===== config.mk =====
export PLATFORM = sky130hd
export DESIGN_NAME = spi_arbiter
export DESIGN_NICKNAME = d
export VERILOG_FILES = /design/src/rtl/spi_arbiter.sv
export SDC_FILE = /design/constraint.sdc
export NUM_CORES = 1
export LEC_CHECK = 0
export CAP_MARGIN = 20
export CORE_MARGIN = 2
export CORE_UTILIZATION = 39
export CTS_CLUSTER_DIAMETER = 150
export DETAILED_ROUTE_END_ITERATION = 7
export GPL_ROUTABILITY_DRIVEN = 0
export PLACE_DENSITY = 0.92
export REMOVE_ABC_BUFFERS = 1
export SLEW_MARGIN = 10
export SYNTH_ARGS = -nofsm -noshare
export SYNTH_HDL_FRONTEND = slang
export SYNTH_SLANG_ARGS = --single-unit

===== constraint.sdc =====
create_clock -name clk -period 3.9 [get_ports clk]
set_input_delay 0.39 -clock clk [delete_from_list [all_inputs] [get_ports clk]]
set_output_delay 0.39 -clock clk [all_outputs]
set_load 0.02 [all_outputs]

===== src/rtl/spi_arbiter.sv =====
// Round-robin arbiter that lends one SPI master to NREQ requesters, driving a
// per-requester chip select around each multi-frame transaction.
module spi_arbiter #(
    parameter int NREQ     = 4,
    parameter int CS_SETUP = 2,
    parameter int CS_HOLD  = 2
) (
    input  logic               clk,
    input  logic               rst,
    input  logic [NREQ-1:0]    req,
    input  logic [NREQ*7-1:0]  req_cfg,
    input  logic [NREQ*8-1:0]  req_len,
    input  logic [NREQ*16-1:0] req_txd,
    output logic [NREQ-1:0]    txd_pop,
    output logic [15:0]        rxd,
    output logic [NREQ-1:0]    rxd_valid,
    output logic [NREQ-1:0]    done,
    output logic [NREQ-1:0]    gnt,
    output logic [6:0]         m_cfg,
    output logic [15:0]        m_tx_data,
    output logic               m_tx_valid,
    input  logic               m_tx_ready,
    input  logic [15:0]        m_rx_data,
    output logic [NREQ-1:0]    cs_n
);

    localparam int OW   = $clog2(NREQ);
    localparam int CW   = OW + 1;
    localparam int PMAX = (CS_SETUP > CS_HOLD) ? CS_SETUP : CS_HOLD;
    localparam int PW   = $clog2(PMAX + 1);

    typedef enum logic [2:0] {
        IDLE,
        ARB,
        SETUP,
        ISSUE,
        BUSY,
        DONE_WAIT,
        HOLD
    } state_t;

    state_t          state;
    state_t          state_nxt;
    logic [OW-1:0]   owner;
    logic [OW-1:0]   last_owner;
    logic [7:0]      len_q;
    logic [8:0]      frame_cnt;
    logic [PW-1:0]   phase_cnt;

    logic [6:0]      cfg_arr [NREQ];
    logic [7:0]      len_arr [NREQ];
    logic [15:0]     txd_arr [NREQ];

    for (genvar i = 0; i < NREQ; i++) begin : g_unpack
        assign cfg_arr[i] = req_cfg[i*7 +: 7];
        assign len_arr[i] = req_len[i*8 +: 8];
        assign txd_arr[i] = req_txd[i*16 +: 16];
    end

    // Rotate req so the search begins just after the previous owner.
    logic [OW-1:0]   start;
    logic [OW-1:0]   off;
    logic [CW-1:0]   sum;
    logic [OW-1:0]   pick;
    logic            found;
    logic [NREQ-1:0] req_rot;

    always_comb begin
        start   = (last_owner == OW'(NREQ - 1)) ? '0 : last_owner + OW'(1);
        req_rot = NREQ'({req, req} >> start);
        found   = 1'b0;
        off     = '0;
        for (int j = NREQ - 1; j >= 0; j--) begin
            if (req_rot[j]) begin
                found = 1'b1;
                off   = OW'(j);
            end
        end
        sum  = {1'b0, start} + {1'b0, off};
        pick = (sum >= CW'(NREQ)) ? OW'(sum - CW'(NREQ)) : OW'(sum);
    end

    logic            active;
    logic [NREQ-1:0] owner_oh;
    logic            setup_end;
    logic            hold_end;
    logic            last_frame;

    assign owner_oh   = NREQ'(1) << owner;
    assign active     = (state == SETUP) || (state == ISSUE) || (state == BUSY) ||
                        (state == DONE_WAIT) || (state == HOLD);
    assign setup_end  = (phase_cnt == PW'(CS_SETUP - 1));
    assign hold_end   = (phase_cnt == PW'(CS_HOLD - 1));
    assign last_frame = (frame_cnt == {1'b0, len_q});

    // Select lines decode straight from the state register so reset releases them at once.
    assign gnt        = active ? owner_oh : '0;
    assign cs_n       = ~gnt;
    assign m_tx_valid = (state == ISSUE);
    assign txd_pop    = m_tx_valid ? owner_oh : '0;
    assign m_tx_data  = m_tx_valid ? txd_arr[owner] : '0;

    always_ff @(posedge clk or posedge rst) begin
        if (rst) begin
            state <= IDLE;
        end else begin
            state <= state_nxt;
        end
    end

    always_comb begin
        state_nxt = state;
        case (state)
            IDLE:      if ((|req) && m_tx_ready) state_nxt = ARB;
            ARB:       state_nxt = found ? SETUP : IDLE;
            SETUP:     if (setup_end) state_nxt = ISSUE;
            ISSUE:     state_nxt = BUSY;
            BUSY:      if (!m_tx_ready) state_nxt = DONE_WAIT;
            DONE_WAIT: if (m_tx_ready) state_nxt = last_frame ? HOLD : ISSUE;
            HOLD:      if (hold_end) state_nxt = IDLE;
            default:   state_nxt = IDLE;
        endcase
    end

    always_ff @(posedge clk or posedge rst) begin
        if (rst) begin
            owner      <= '0;
            last_owner <= OW'(NREQ - 1);
            m_cfg      <= '0;
            len_q      <= '0;
            frame_cnt  <= '0;
            phase_cnt  <= '0;
            rxd        <= '0;
            rxd_valid  <= '0;
            done       <= '0;
        end else begin
            rxd_valid <= '0;
            done      <= '0;
            case (state)
                ARB: begin
                    if (found) begin
                        owner     <= pick;
                        m_cfg     <= cfg_arr[pick];
                        len_q     <= len_arr[pick];
                        frame_cnt <= '0;
                        phase_cnt <= '0;
                    end
                end
                SETUP: phase_cnt <= setup_end ? '0 : phase_cnt + PW'(1);
                DONE_WAIT: begin
                    if (m_tx_ready) begin
                        rxd       <= m_rx_data;
                        rxd_valid <= owner_oh;
                        if (!last_frame) frame_cnt <= frame_cnt + 9'd1;
                    end
                end
                HOLD: begin
                    if (hold_end) begin
                        phase_cnt  <= '0;
                        done       <= owner_oh;
                        last_owner <= owner;
                    end else begin
                        phase_cnt <= phase_cnt + PW'(1);
                    end
                end
                default: ;
            endcase
        end
    end

endmodule


==> impl_metrics.csv <==
group,metric,value,unit
setup_path,reg2reg_depth,10,
power,irDropWorstVdd,0.2994,mV
synthesis,synth_area,0.003694,sq mm
sta,finalSetupViolations,0,
power,power_frac_comb,0.589,
final_layout,final_area,0.006052,sq mm
floorplanning,die-width,101.3,um
floorplanning,die_area,0.01026,sq mm
run_status,status,"finished clean",
power,pwr-share-clk,0.139,
setup_path,crit_path_max_fanout,16,
clock_tree,clock_latency,0.33,ns
synthesis,synthCells,345,
setup_path,crit_end,"len_q[5]",
setup_path,crit_top_cell,"ha_1",
grt,grt_max_degree,45,
sta,fin_worst_skew,0.005751,ns
setup_path,crit_required,4.15,ns
final_layout,num_antenna_cells,0,
power,switching_share,0.4048,
final_layout,final_nets,696,
sta,fin_tns_setup,0,ns
power,power_density,627.4,mW/mm^2
clock_tree,clkTransAtPathRegs,0.06,ns
power,p_sw,1.537,mW
placed_design,placed_area,0.005863,sq mm
setup_path,critPathBufInv,0,
clock_tree,root_buffer,"clkbuf_8",
setup_path,reg2reg_to,"len_q[5]",
routing,drt-pass1-iter-count,4,
flow_run,cap_violations,0,
power,power.leakage,2.478,nW
hold_path,min_path_type,"reg2reg",
power,power.total,3.797,mW
routing,drc,0,
sta,tightest_slew,1.073,ns
sta,hold_violations,0,
grt,grt.total_usage,0.2370,
final_layout,drive_above_1_share,0.1397,
grt,grt_pass1_wl,18830,um
power,pwr-share-seq,0.272,
floorplanning,die_y,101.3,um
floorplanning,core,0.009196,sq mm
synthesis,synth_seq_area_share,0.3869,
synthesis,synthFlopType,"dfrtp_1",
placed_design,dp_slack,0.2580,ns
setup_path,ff2ff_setup_slack,0.27,ns
routing,wl_per_cell,17.97,um
synthesis,async_reset_ff_frac,1.000,
synthesis,synth.avg_cell_area,10.71,sq um
clock_tree,cts_tree,"yes",
sta,period_needed,3.627,ns
grt,grt_pass1_vias,3890,
clock_tree,clockBufferDepth,2,
synthesis,ys_ff_latch,57,
synthesis,yosysWarnings,0,
placed_design,dp.cells,646,
setup_path,worstPathArrival,3.87,ns
clock_tree,htreeDepth,3,
power,p_int,2.260,mW
routing,postRouteAntennaNets,0,
placed_design,dpl.hpwl,9522,um
setup_path,slowest_stage,"o31ai_4",
synthesis,synth_edf_count,0,
setup_path,path_cells,"ha_1, nand2b_1, a2bb2oi_1, o32a_1, o21ai_0, ha_1, nor3_1, o31ai_4, mux2i_1, a211oi_2",
synthesis,yosysUniqueCellTypes,46,
clock_tree,cts_resized,0,
sta,fmax,275.7,MHz
grt,antenna_found_initial,0,
sta,slew_violations,0,
setup_path,crit_cells,10,
routing,viasPerCell,5.514,
setup_path,cp-end-kind,"register",
setup_path,start_kind,"register",
floorplanning,rows,35,
sta,max_slew_margin,0.2846,
final_layout,fillers,711,
routing,routed_wirelength,11890,um
setup_path,crit_type,"reg2reg",
sta,period_share,0.9300,
clock_tree,cts_sinks,57,
sta,fin_ws,0.2731,ns
routing,vias,3650,
routing,drt_iter0_drc,198,
setup_path,rr_startpoint,"last_owner[0]",
placed_design,port_buffers,206,
final_layout,final_cells,662,
clock_tree,holdBufCountCts,0,
sta,rsz0062_at_grt,"no",
clock_tree,cts_setup_buffers,0,
floorplanning,ioPinCount,207,
setup_path,cp-startpoint,"last_owner[0]",
setup_path,cp_slowest_stage_delay,0.91,ns
grt,gr-total-overflow,0,
clock_tree,cts_buffers,9,
floorplanning,initial_core_util,0.4016,
setup_path,critical-path-top-delay-family,"compound AO/OA/AOI/OAI gates",
final_layout,area_growth,63.85,%
## logic make-up (layout without fill, tap and decap cells)
logic type	after synthesis	in the layout	share of synthesized area
xor+xnor	16	16	0.03794
mux	52	52	0.2016
flops	57	57	0.3869
fa+ha+maj	3	3	0.01016
simple gates	114	114	0.1524
buf+inv	31	237	0.03625
compound gates	72	72	0.1748
## cells in the final DEF (no fill, tap or decap), types with 2 or more instances in the layout
| cell type | netlist | routed |
|---|---|---|
| clkdlybuf4s50_1 | 0 | 206 |
| dfrtp_1 | 55 | 55 |
| nor2_1 | 41 | 41 |
| mux2_2 | 19 | 19 |
| nand2_1 | 19 | 19 |
| mux2i_1 | 17 | 17 |
| and2_1 | 17 | 17 |
| mux4_2 | 16 | 16 |
| xor2_1 | 15 | 15 |
| a221oi_1 | 15 | 15 |
| a221o_1 | 14 | 14 |
| clkbuf_8 | 0 | 10 |
| a211oi_2 | 9 | 9 |
| o21ai_0 | 7 | 7 |
| inv_1 | 8 | 7 |
| nor3_1 | 6 | 6 |
| nand4_1 | 6 | 6 |
| a211oi_1 | 6 | 6 |
| buf_4 | 1 | 6 |
| nor2b_1 | 5 | 5 |
| nand3_1 | 5 | 5 |
| a21oi_1 | 5 | 5 |
| or2_2 | 4 | 4 |
| and3_1 | 3 | 3 |
| nand2b_1 | 3 | 3 |
| ha_1 | 3 | 3 |
| clkbuf_1 | 14 | 3 |
| nor4_1 | 2 | 2 |
| o31ai_4 | 2 | 2 |
| o21a_1 | 2 | 2 |
| o22ai_1 | 2 | 2 |
| a2bb2oi_1 | 2 | 2 |
| clkinv_2 | 0 | 2 |
| dfstp_2 | 2 | 2 |
## layout make-up
type | instances | area (sq um) | area share
clock buffers | 13 | 148.9 | 0.02460
clock inverters | 3 | 40.04 | 0.006616
inverters | 8 | 30.03 | 0.004962
multi-input cells | 257 | 2131 | 0.3521
flip-flops and latches | 57 | 1429 | 0.2361
well taps | 111 | 138.9 | 0.02295
repair buffers | 213 | 2135 | 0.3527
## layer usage
metal,track usage,up-vias,routed length [um]
met5,0,-,0
met4,0.09667,0,327
met3,0.07246,28,1068
met2,0.4269,179,6247
met1,0.2589,1746,4250
li1,-,1697,-
## how the worst min path moves through the flow
stage / endpoint / from / cells after the start / slack, ns
2_1_floorplan: phase_cnt[1] / phase_cnt[1] / 1 / 0.48
3_3_place_gp: rxd[11] / rxd[11] / 1 / 0.49
3_5_place_dp: rxd[7] / rxd[7] / 1 / 0.49
4_1_cts: rxd[0] / rxd[0] / 1 / 0.51
5_1_grt: rxd[2] / rxd[2] / 1 / 0.52
6_report: rxd[0] / rxd[0] / 1 / 0.50
## cell usage after synthesis, types with 3 or more instances
library cell	instances	share of area
a211oi_1	6	0.012
a211oi_2	9	0.030
a21oi_1	5	0.0068
a221o_1	14	0.038
a221oi_1	15	0.036
and2_1	17	0.029
and3_1	3	0.0051
buf_2	5	0.0068
clkbuf_1	14	0.014
dfrtp_1	55	0.37
ha_1	3	0.010
inv_1	8	0.0081
mux2_2	19	0.058
mux2i_1	17	0.046
mux4_2	16	0.098
nand2_1	19	0.019
nand2b_1	3	0.0051
nand3_1	5	0.0068
nand4_1	6	0.010
nor2_1	41	0.042
nor2b_1	5	0.0085
nor3_1	6	0.0081
o21ai_0	7	0.0095
or2_2	4	0.0068
xor2_1	15	0.036
## worst reg2reg max path, cell delays in order, from the launching register on
cell and delay [ns]:
dfstp_2 0.58, ha_1 0.26, nand2b_1 0.23, a2bb2oi_1 0.10
o32a_1 0.19, o21ai_0 0.20, ha_1 0.38, nor3_1 0.14
o31ai_4 0.91, mux2i_1 0.26, a211oi_2 0.29
## stage by stage
stage	hold WS [ns]	utilization
floorplan	0.4773	-
global placement	0.4884	0.6346
detailed placement	0.4924	0.6376
CTS	0.5062	0.6581
global route	0.5233	0.6581
finish	0.5024	0.6581
## flip-flops by register name, summed over array words and instances, names as in the netlist
register	count
owner	2
done	4
state	3
rxd	16
m_cfg	7
rxd_valid	4
len_q	8
frame_cnt	9
last_owner	2
phase_cnt	2
## power by group through the flow
stage | logic (mW) | registers [mW] | clock network, mW
2_1_floorplan | 1.23 | 1.15 | 0
3_3_place_gp | 2.10 | 1.05 | 0
3_5_place_dp | 2.24 | 1.04 | 0
4_1_cts | 2.24 | 1.03 | 0.542
5_1_grt | 2.42 | 1.06 | 0.569
6_report | 2.24 | 1.03 | 0.529
Power figures use the tool's default switching activity.
